--- src/rtl/scan_index_sequencer.sv ---
// Scan index sequencer: walks enabled matrix lines in ascending order,
// holding each 4-bit index for a dwell time followed by a blanking gap.
module scan_index_sequencer #(
  parameter int DWELL_CYCLES = 4,
  parameter int GAP_CYCLES   = 1
) (
  input  logic        clk,
  input  logic        rst,
  input  logic        start,
  input  logic        stop,
  input  logic        continuous,
  input  logic [15:0] mask,
  output logic [3:0]  code,
  output logic        code_valid,
  output logic        frame_done,
  output logic        busy
);

  typedef enum logic [1:0] {
    IDLE,
    SCAN,
    GAP
  } state_t;

  localparam logic [7:0] DWELL_LD = 8'(DWELL_CYCLES - 1);
  localparam logic [7:0] GAP_LD =
    (GAP_CYCLES > 0) ? 8'(GAP_CYCLES - 1) : 8'd0;

  state_t     r_state;
  logic [7:0] r_cnt;
  logic [3:0] r_code;
  logic       r_valid;
  logic       r_done;

  state_t     w_state;
  logic [7:0] w_cnt;
  logic [3:0] w_code;
  logic       w_valid;
  logic       w_done;
  logic       w_adv;

  logic       w_low_hit;
  logic [3:0] w_low;
  logic       w_nxt_hit;
  logic [3:0] w_nxt;

  // Lowest set bit overall, and lowest set bit above the current line.
  always_comb begin
    w_low_hit = 1'b0;
    w_low     = 4'd0;
    w_nxt_hit = 1'b0;
    w_nxt     = 4'd0;
    for (int i = 15; i >= 0; i--) begin
      if (mask[i]) begin
        w_low_hit = 1'b1;
        w_low     = 4'(i);
        if (4'(i) > r_code) begin
          w_nxt_hit = 1'b1;
          w_nxt     = 4'(i);
        end
      end
    end
  end

  always_comb begin
    w_state = r_state;
    w_cnt   = r_cnt;
    w_code  = r_code;
    w_valid = r_valid;
    w_done  = 1'b0;
    w_adv   = 1'b0;
    unique case (r_state)
      IDLE: begin
        if (start && !stop && w_low_hit) begin
          w_state = SCAN;
          w_code  = w_low;
          w_valid = 1'b1;
          w_cnt   = DWELL_LD;
        end
      end
      SCAN: begin
        if (stop) begin
          w_state = IDLE;
          w_valid = 1'b0;
          w_cnt   = 8'd0;
        end else if (r_cnt == 8'd0) begin
          w_valid = 1'b0;
          if (GAP_CYCLES > 0) begin
            w_state = GAP;
            w_cnt   = GAP_LD;
          end else begin
            w_adv = 1'b1;
          end
        end else begin
          w_cnt = r_cnt - 8'd1;
        end
      end
      GAP: begin
        if (stop) begin
          w_state = IDLE;
          w_valid = 1'b0;
          w_cnt   = 8'd0;
        end else if (r_cnt == 8'd0) begin
          w_adv = 1'b1;
        end else begin
          w_cnt = r_cnt - 8'd1;
        end
      end
      default: begin
        w_state = IDLE;
        w_valid = 1'b0;
      end
    endcase

    // Wrap on no higher enabled line; line 15 always lands here.
    if (w_adv) begin
      if (w_nxt_hit) begin
        w_state = SCAN;
        w_code  = w_nxt;
        w_valid = 1'b1;
        w_cnt   = DWELL_LD;
      end else begin
        w_done = 1'b1;
        if (continuous && w_low_hit) begin
          w_state = SCAN;
          w_code  = w_low;
          w_valid = 1'b1;
          w_cnt   = DWELL_LD;
        end else begin
          w_state = IDLE;
          w_valid = 1'b0;
          w_cnt   = 8'd0;
        end
      end
    end
  end

  always_ff @(posedge clk) begin
    if (rst) begin
      r_state <= IDLE;
      r_cnt   <= 8'd0;
      r_code  <= 4'd0;
      r_valid <= 1'b0;
      r_done  <= 1'b0;
    end else begin
      r_state <= w_state;
      r_cnt   <= w_cnt;
      r_code  <= w_code;
      r_valid <= w_valid;
      r_done  <= w_done;
    end
  end

  assign code       = r_code;
  assign code_valid = r_valid;
  assign frame_done = r_done;
  assign busy       = (r_state != IDLE);

endmodule
--- config.mk ---
export PLATFORM = sky130hd
export DESIGN_NAME = scan_index_sequencer
export DESIGN_NICKNAME = d
export VERILOG_FILES = /design/src/rtl/scan_index_sequencer.sv
export SDC_FILE = /design/constraint.sdc
export NUM_CORES = 1
export LEC_CHECK = 0
export CAP_MARGIN = 20
export CELL_PAD_IN_SITES_DETAIL_PLACEMENT = 1
export CELL_PAD_IN_SITES_GLOBAL_PLACEMENT = 2
export CORE_MARGIN = 3
export CORE_UTILIZATION = 29
export CTS_CLUSTER_SIZE = 30
export DETAILED_ROUTE_END_ITERATION = 10
export GPL_ROUTABILITY_DRIVEN = 0
export GPL_TIMING_DRIVEN = 0
export PLACE_DENSITY = 0.84
export SYNTH_ARGS = -nofsm -noshare
export SYNTH_HDL_FRONTEND = slang
export SYNTH_SLANG_ARGS = --single-unit
--- constraint.sdc ---
create_clock -name clk -period 2.65 [get_ports clk]
set_input_delay 0.3975 -clock clk [delete_from_list [all_inputs] [get_ports clk]]
set_output_delay 0.3975 -clock clk [all_outputs]
set_load 0.01 [all_outputs]
==> results of run 1 <==
[routing by layer]
| layer | track usage [%] | up-vias |
|---|---|---|
| met2 | 24.49 | 20 |
| met4 | 3.147 | 0 |
| met1 | 23.11 | 797 |
| met3 | 2.408 | 2 |
| met5 | 0 | - |
| li1 | - | 843 |
[power by group through the flow]
stage	sequential, uW	combinational, uW	clock [uW]
floorplan	269	227	0
global placement	269	359	0
detailed placement	272	362	0
CTS	267	364	204
global route	270	406	212
finish	267	363	195
[layout by cell type (no fill, tap or decap), types with 3 or more instances in the layout]
master            n
clkbuf_8          3
ha_1              6
clkdlybuf4s50_1  27
o31ai_1           4
a21oi_1          13
nor4_2            3
nand4_1           4
dfxtp_1          15
nor4_1            3
nand3_1           9
a21boi_0          5
or4_1             3
a22oi_1           3
nor2b_1           8
nand2_1          11
a21o_1            4
o22ai_1           3
a211oi_1          6
a311oi_1          3
buf_4             3
nor3_1            7
inv_1            12
nor2_1           22
o21ai_0          17
mux2i_1           6
o21bai_1          3
[area by class of cell]
cell class	count	area, sq um	share of cell area (%)
flip-flops and latches	15	300.3	15.60
plain buffers	8	45.04	2.341
clock inverters	1	5.005	0.2601
repair buffers	27	270.3	14.04
clock buffers	3	41.29	2.146
inverters	12	45.04	2.341
well taps	67	83.83	4.356
multi-input cells	173	1134	58.91
[critical path, cell delays in order]
cell and delay, ps:
clkdlybuf4s50_1 480, nor4_1 550, nand4_1 250, and3_1 220
clkbuf_1 180, nor3b_1 180, nor3_1 200, o21a_1 160
[registers in the layout, summed over array words and instances (netlist names)]
| register | flops |
|---|---|
| code | 4 |
| code_valid | 1 |
| frame_done | 1 |
| r_cnt | 8 |
| r_state | 1 |
[cells by family after synthesis]
logic type	share of synthesized area (%)
compound gates	33.08
fa+ha+maj	4.987
buf+inv	5.985
flops	19.95
mux	3.990
simple gates	32.00
[cell usage after synthesis, types with 3 or more instances]
library cell	n	share of area, %
buf_4	3	1.5
nor2_1	22	5.5
nand3_1	9	3.0
a21o_1	4	2.0
a211oi_1	6	3.0
o22ai_1	3	1.2
ha_1	6	5.0
a311oi_1	3	1.7
or4_1	3	1.5
o31ai_1	4	2.0
a21oi_1	13	4.3
nand4_1	4	1.7
inv_1	12	3.0
a21boi_0	5	2.5
a22oi_1	3	1.5
nand2_1	11	2.7
mux2i_1	6	4.0
nor4_1	6	2.5
nor3_1	7	2.3
o21ai_0	18	6.0
dfxtp_1	15	20
o21bai_1	3	1.5
nor2b_1	8	3.3
[how the worst min path moves through the flow]
stage | end | start | depth (start not counted)
final | r_cnt[7] | r_cnt[7] | 1
after global routing | r_cnt[7] | r_cnt[7] | 1
after CTS | r_cnt[7] | r_cnt[7] | 1
after detailed placement | r_cnt[7] | r_cnt[7] | 1
after global placement | r_cnt[7] | r_cnt[7] | 1
after floorplan | r_cnt[7] | r_cnt[7] | 1
[timing repair]
| action | 4_1_cts | 5_1_grt |
|---|---|---|
| gates resized for setup | 0 | 4 |
| buffers inserted | 0 | 0 |
| setup endpoints to repair | 0 | 10 |
[through the flow]
| step | cell area (sq um) | setup slack (ps) |
|---|---|---|
| floorplan | 1505 | 605.1 |
| global placement | 1859 | -148.4 |
| detailed placement | 1859 | -144.5 |
| CTS | 1906 | 125.6 |
| global route | 1924 | 24.02 |
| finish | 1924 | 222.9 |
==> results.txt, run 1 <==
- Derived from the worst setup path, the maximum achievable clock frequency is between 400 and 500 MHz.
- Kind of critical path: in2reg
- A synthesized cell averages 7.237 sq um.
- Setup repair after global routing missed its margin: false
- Vias post-DR: between 1.5k and 2k
* Clock period minus worst slack: approximately 2400 ps
- Input and output buffers added on the ports amount to 27.
- Layout Area Growth over Synthesis: 27.85%
- Synthesis produced a netlist whose cell count is approximately 210.
- No sink is reached through more buffers than the 2 on the longest clock path.
- Utilization after layout: between 30 and 40%
* Worst slew margin relative to its limit: a little over half
- VDD sags by at most between 0.00015 and 0.0002 V.
* Pins Over Slew Limit: 0
- Final HPWL from detailed placement: approximately 3.8 mm
- Worst reg2reg path startpoint: code[1]
- In this run the number of H-tree levels came out at 1.
- Internal power: 508.4 uW
* CTS Root Cell: clkbuf_8
- Counting flops and latches in the post-synthesis netlist gives 15.
* Met3 WL post-DR: 115 um
- Ports: 28
- Initial antenna violation count: 0
- Total routing usage reported by global routing: 15.78%
- Wire length per cell: 15.22 um
- Of the cells placed in the final design, the portion with a size suffix greater than 1 is a little under a tenth.
* Met1 Routed Length: roughly 2.4 mm
* First-pass GRT wire length: 7.797 mm
- For this design the static power due to leakage is roughly 0.0007 uW.
- In this run the horizontal extent of the chip is 78.05 um.
- The flow ran to the end, and the final reports show no timing, DRC or antenna violations.
* Final #Nets: between 200 and 300
* Number of placement rows: 25
- Summing the sequential cell areas from Yosys gives between 10% and 20% of the chip area.
- Counting cells, the worst reg-to-reg path comes to 8.
- Clock latency on the worst-skew pair, taken at its later pin, is 250 ps.
- Netlist area before placement: 1505 sq um
* Largest net degree at the start of global routing: 11
- The routed design uses between 2 and 2.5 mm of met2 wire.
- Violation count after the first detailed-route iteration: 64
- In this run the remaining antenna-violating nets after routing total 0.
* Via-per-instance ratio: between 5 and 6
- Setup violations remaining at the end of the flow were counted as 0.
- For this run, the detailed router's first-pass iteration total came to 4.
- Yosys mapped a number of flops with a built-in enable equal to 0.
- TritonCTS built the clock tree.
- STA classifies the critical path endpoint as a flip-flop.
* Power share of the sequential group: between 30 and 40%
- Worst setup path end: code[0]
- After routing, the total negative slack on setup checks comes to 0 ps.
- Max_cap viols: 0
- The total overflow left after global routing is 0.
- The most critical setup path has its startpoint at mask[14].
- Worst clock skew: ~5.7 ps
- Via count of the first global-routing pass: roughly 1.6k
- Core footprint: 4880 sq um
* Portion of total power attributed to combinational logic: a little over two fifths
- In this run the power spent charging and discharging nets is approximately 320 uW.
- Setup slack on the worst reg-to-reg path comes out at ~350 ps.
* DRT Wirelength: between 4 and 5 mm
- Number of buffers inserted by hold repair at cts: 0
* CP startpoint kind: input port
- Transition time at the pin with the least slew margin: slightly below 700 ps
- After detailed placement, the design holds a cell count of 302.
* Final worst hold slack: roughly 480 ps
- Post-route DRC: 0
* Count of final hold-check violations: 0
* Yosys warns: 0
- Final worst path period share: 91.59%
- Min-Delay Path Class: reg2reg
- The floorplan step defined a die boundary enclosing 6091 sq um.
* Most used flip-flop cell after synthesis: dfxtp_1
- Chip Height: slightly below 80 um
- Syn nets: around 240
- The highest metal layer carrying signal wires in the routed design is met4.
* CTS buffer count: 3
- In the synthesized netlist the async set-or-reset flop fraction comes to 0%.
- Starting density of the core: between 30% and 40%
* Maximum net fanout on the critical path: 6
* Proportion of power drawn by the clock network: a little under a quarter
- Number of antenna diodes: 0
- TritonCTS sink count: 15
- Of the total power, the share spent switching nets is 38.34%.
* Clk slew on worst S/H paths: approximately 70 ps
- Yosys mapped the design onto 48 distinct sky130hd cell types.
- Power spread over the standard cell area amounts to between 400 and 500 nW/um^2.
- At the worst endpoint, the required time is ~2900 ps.
- Reg2Reg Capture Point: r_cnt[0]
- Final Non-Filler Cells: a little over 300
- Fill cells in the final layout number ~640.
- STA puts the critical path data arrival time at about 2600 ps.
* PnR Total Power: 824.5 uW
(Power assumes the default switching activity.)
==> run 2, diff against run 1 <==
--- a/config.mk
+++ b/config.mk
@@ -14,6 +14,7 @@
 export DETAILED_ROUTE_END_ITERATION = 10
 export GPL_ROUTABILITY_DRIVEN = 0
 export GPL_TIMING_DRIVEN = 0
+export MAX_ROUTING_LAYER = met4
 export PLACE_DENSITY = 0.84
 export SYNTH_ARGS = -nofsm -noshare
 export SYNTH_HDL_FRONTEND = slang
==> run 2 against run 1 <==
Effect of this change:
- global-route usage up 0.43 points
- clock power about the same
- first-iteration DRC count grew 3.1%
- worst hold slack worse by 1.6 ps
- utilization did not move
- flip-flop and latch count unchanged
- maximum frequency is essentially flat
- register-to-register slack about the same
- largest cell class unchanged
==> results.txt, run 2 (synthesis gave the netlist of run 1 again) <==
- The worst path in the final design needs a cycle of 2427 ps, including I/O delays and setup.
* Remaining global-route overflow: 0
- After detailed routing, the total wire length is ~4.7 mm.
- Final worst slack: around 220 ps
- Clock tree from TritonCTS: yes
- After detailed routing, the average wire length per cell comes to around 15 um.
* Worst Reg-to-Reg Cells: 8
- Static leakage: just over 0.0007 uW
* Final antenna-violating net count: 0
* Ratio of cells with drive above 1 in the final layout: under 10%
- Maximum buffer depth of the clock tree: 2
* Pins Over Slew Limit: 0
- The register with the most flip-flops in the layout has 8 of them.
- The repair_antennas step left the layout with diodes totalling 0.
- Vias post-DR: between 1.5k and 2k
* Overall die width: 78.05 um
- The count of buffers added on input and output ports is 27.
* Kind of critical path: in2reg
- Number of gates resized after cts: 0
- Of the total power, combinational logic draws 44.0%.
- Max-cap violations in this run came to 0.
* Violation count after the first detailed-route iteration: 66
- Total die area: 6091 sq um
- Final #Nets: about 270
* CP startpoint kind: input port
- The register with the most flip-flops in the final layout is r_cnt.
- Endpoint required time on the critical path: around 2900 ps
- Placed Cells: roughly 300
- Final worst path period share: about nine tenths
- Slack of the worst reg-to-reg path: about 350 ps
* Largest net degree at the start of global routing: 11
- For the pin with the worst max-slew slack, the measured transition is between 600 and 700 ps.
- The internal power of the cells totals 508.4 uW.
* Worst clock skew: around 5.7 ps
- OpenSTA, run right after detailed placement, puts the worst setup slack at -144.5 ps.
- Via count of the first global-routing pass: about 1.6k
- The worst register-to-register path ends at r_cnt[0].
- After detailed routing, the number of remaining DRC violations is 0.
- Maximum net fanout on the critical path: 6
- Setup repair after global routing left no endpoint under its margin.
- Proportion of power drawn by the clock network: approximately a quarter
- The min-delay analysis places its worst path in the category reg2reg.
- Per report_power, the sequential group accounts for about a third of the total.
* Layout Area Growth over Synthesis: 27.85%
- Clk slew on worst S/H paths: around 70 ps
* Total power density per cell area: around 430 nW/um^2
- The finished layout holds around 310 standard cells, fillers aside.
- First-pass GRT wire length: 7.797 mm
* Nature of the critical path endpoint: flip-flop
- Data arrival at the endpoint of the critical path: between 2000 and 3000 ps
* Number of buffers added for setup after CTS: 0
- The hold violation count in the final report is 0.
- Leaving out fill and tap cells, the most frequent cell in the layout is clkdlybuf4s50_1.
* Ports: 28
- Outcome: completed
- Utilization after layout: 39.44%
- CTS buffer count: 3
- Most used cells in the layout excluding fill and tap cells: clkdlybuf4s50_1 (27), nor2_1 (22), o21ai_0 (17)
- Hold worst-path end: r_cnt[7]
* # H-tree levels: 1
* Number of cells on the worst hold path: 1
- For the worst-skew pair, the clock arrives at the later sink with an insertion delay of 250 ps.
- The startpoint identified for the worst hold timing path is r_cnt[7].
- Chip Height: 78.05 um
* Number of buffers inserted by hold repair at cts: 0
* Initial antenna violation count: 0
- Summing all placed instances gives a cell area of 1859 sq um.
- Fmax achieved: around 410 MHz
- The clock net in this run drives a total of 15 sinks.
* Total routing usage reported by global routing: 16.21%
* Number of placement rows: 25
- Worst reg2reg path startpoint: code[1]
* PnR Total Power: just over 800 uW
- The pre-antenna-repair detailed-routing pass consisted of 4 iterations.
- Setup-failing EPs final: 0
* Filler Cell Count: between 600 and 700
- The cell sitting at the root of the clock tree is a clkbuf_8.
- Peak supply drop: 0.0001759 V
* Core footprint: slightly below 5000 sq um
- Summing all non-filler instances in the final layout gives an area of 1924 sq um.
* Net switching power: about 320 uW
* Worst slew margin relative to its limit: 54.55%
* Final HPWL from detailed placement: between 3 and 4 mm
* Starting density of the core: 30.85%
- Net switching is a little under two fifths of the power.
- After detailed routing, the number of vias per cell comes to 5.428.
[run 2: cell counts in the layout (fill, tap and decap cells not counted)]
Identical to the previous run, type by type.
[run 2: layer usage]
metal	GRT usage, %	part of all wire (%)	vias to the layer above
li1	-	-	843
met1	23.11	51	796
met2	24.49	46	20
met3	2.408	2.4	2
met4	3.147	0.47	0
met5	-	0	-
[run 2: how the worst max path moves through the flow]
stage | start | to | slack (ps)
floorplan | code[3] | r_cnt[0] | 610
detailed placement | mask[11] | r_cnt[5] | -140
CTS | mask[11] | code[0] | 130
global route | mask[14] | code[0] | 20
finish | mask[14] | code[0] | 220
global placement | mask[3] | r_cnt[0] | -150
[run 2: worst max-delay path, stage by stage]
cell and delay, ps:
clkdlybuf4s50_1 480, nor4_1 550, nand4_1 250, and3_1 220, clkbuf_1 180, nor3b_1 180, nor3_1 200, o21a_1 160
[run 2: cell type report]
class	instances	area, sq um	share of cell area, %
multi-input cells	173	1134	58.91
flip-flops and latches	15	300.3	15.60
repair buffers	27	270.3	14.04
well taps	67	83.83	4.356
plain buffers	8	45.04	2.341
inverters	12	45.04	2.341
clock buffers	3	41.29	2.146
clock inverters	1	5.005	0.2601
[run 2: power groups by stage]
stage	Combinational (uW)	Sequential [uW]	Clock (uW)
floorplan	227	269	0
global placement	359	269	0
detailed placement	362	272	0
CTS	364	267	204
global route	406	270	212
finish	363	267	195
[run 2: stage by stage]
stage | hold slack [ps] | setup TNS, ps
after floorplan | 434.3 | 0
after global placement | 471.8 | -1456
after detailed placement | 469.9 | -1446
after CTS | 481.6 | 0
after global routing | 509.1 | 0
final | 483.0 | 0
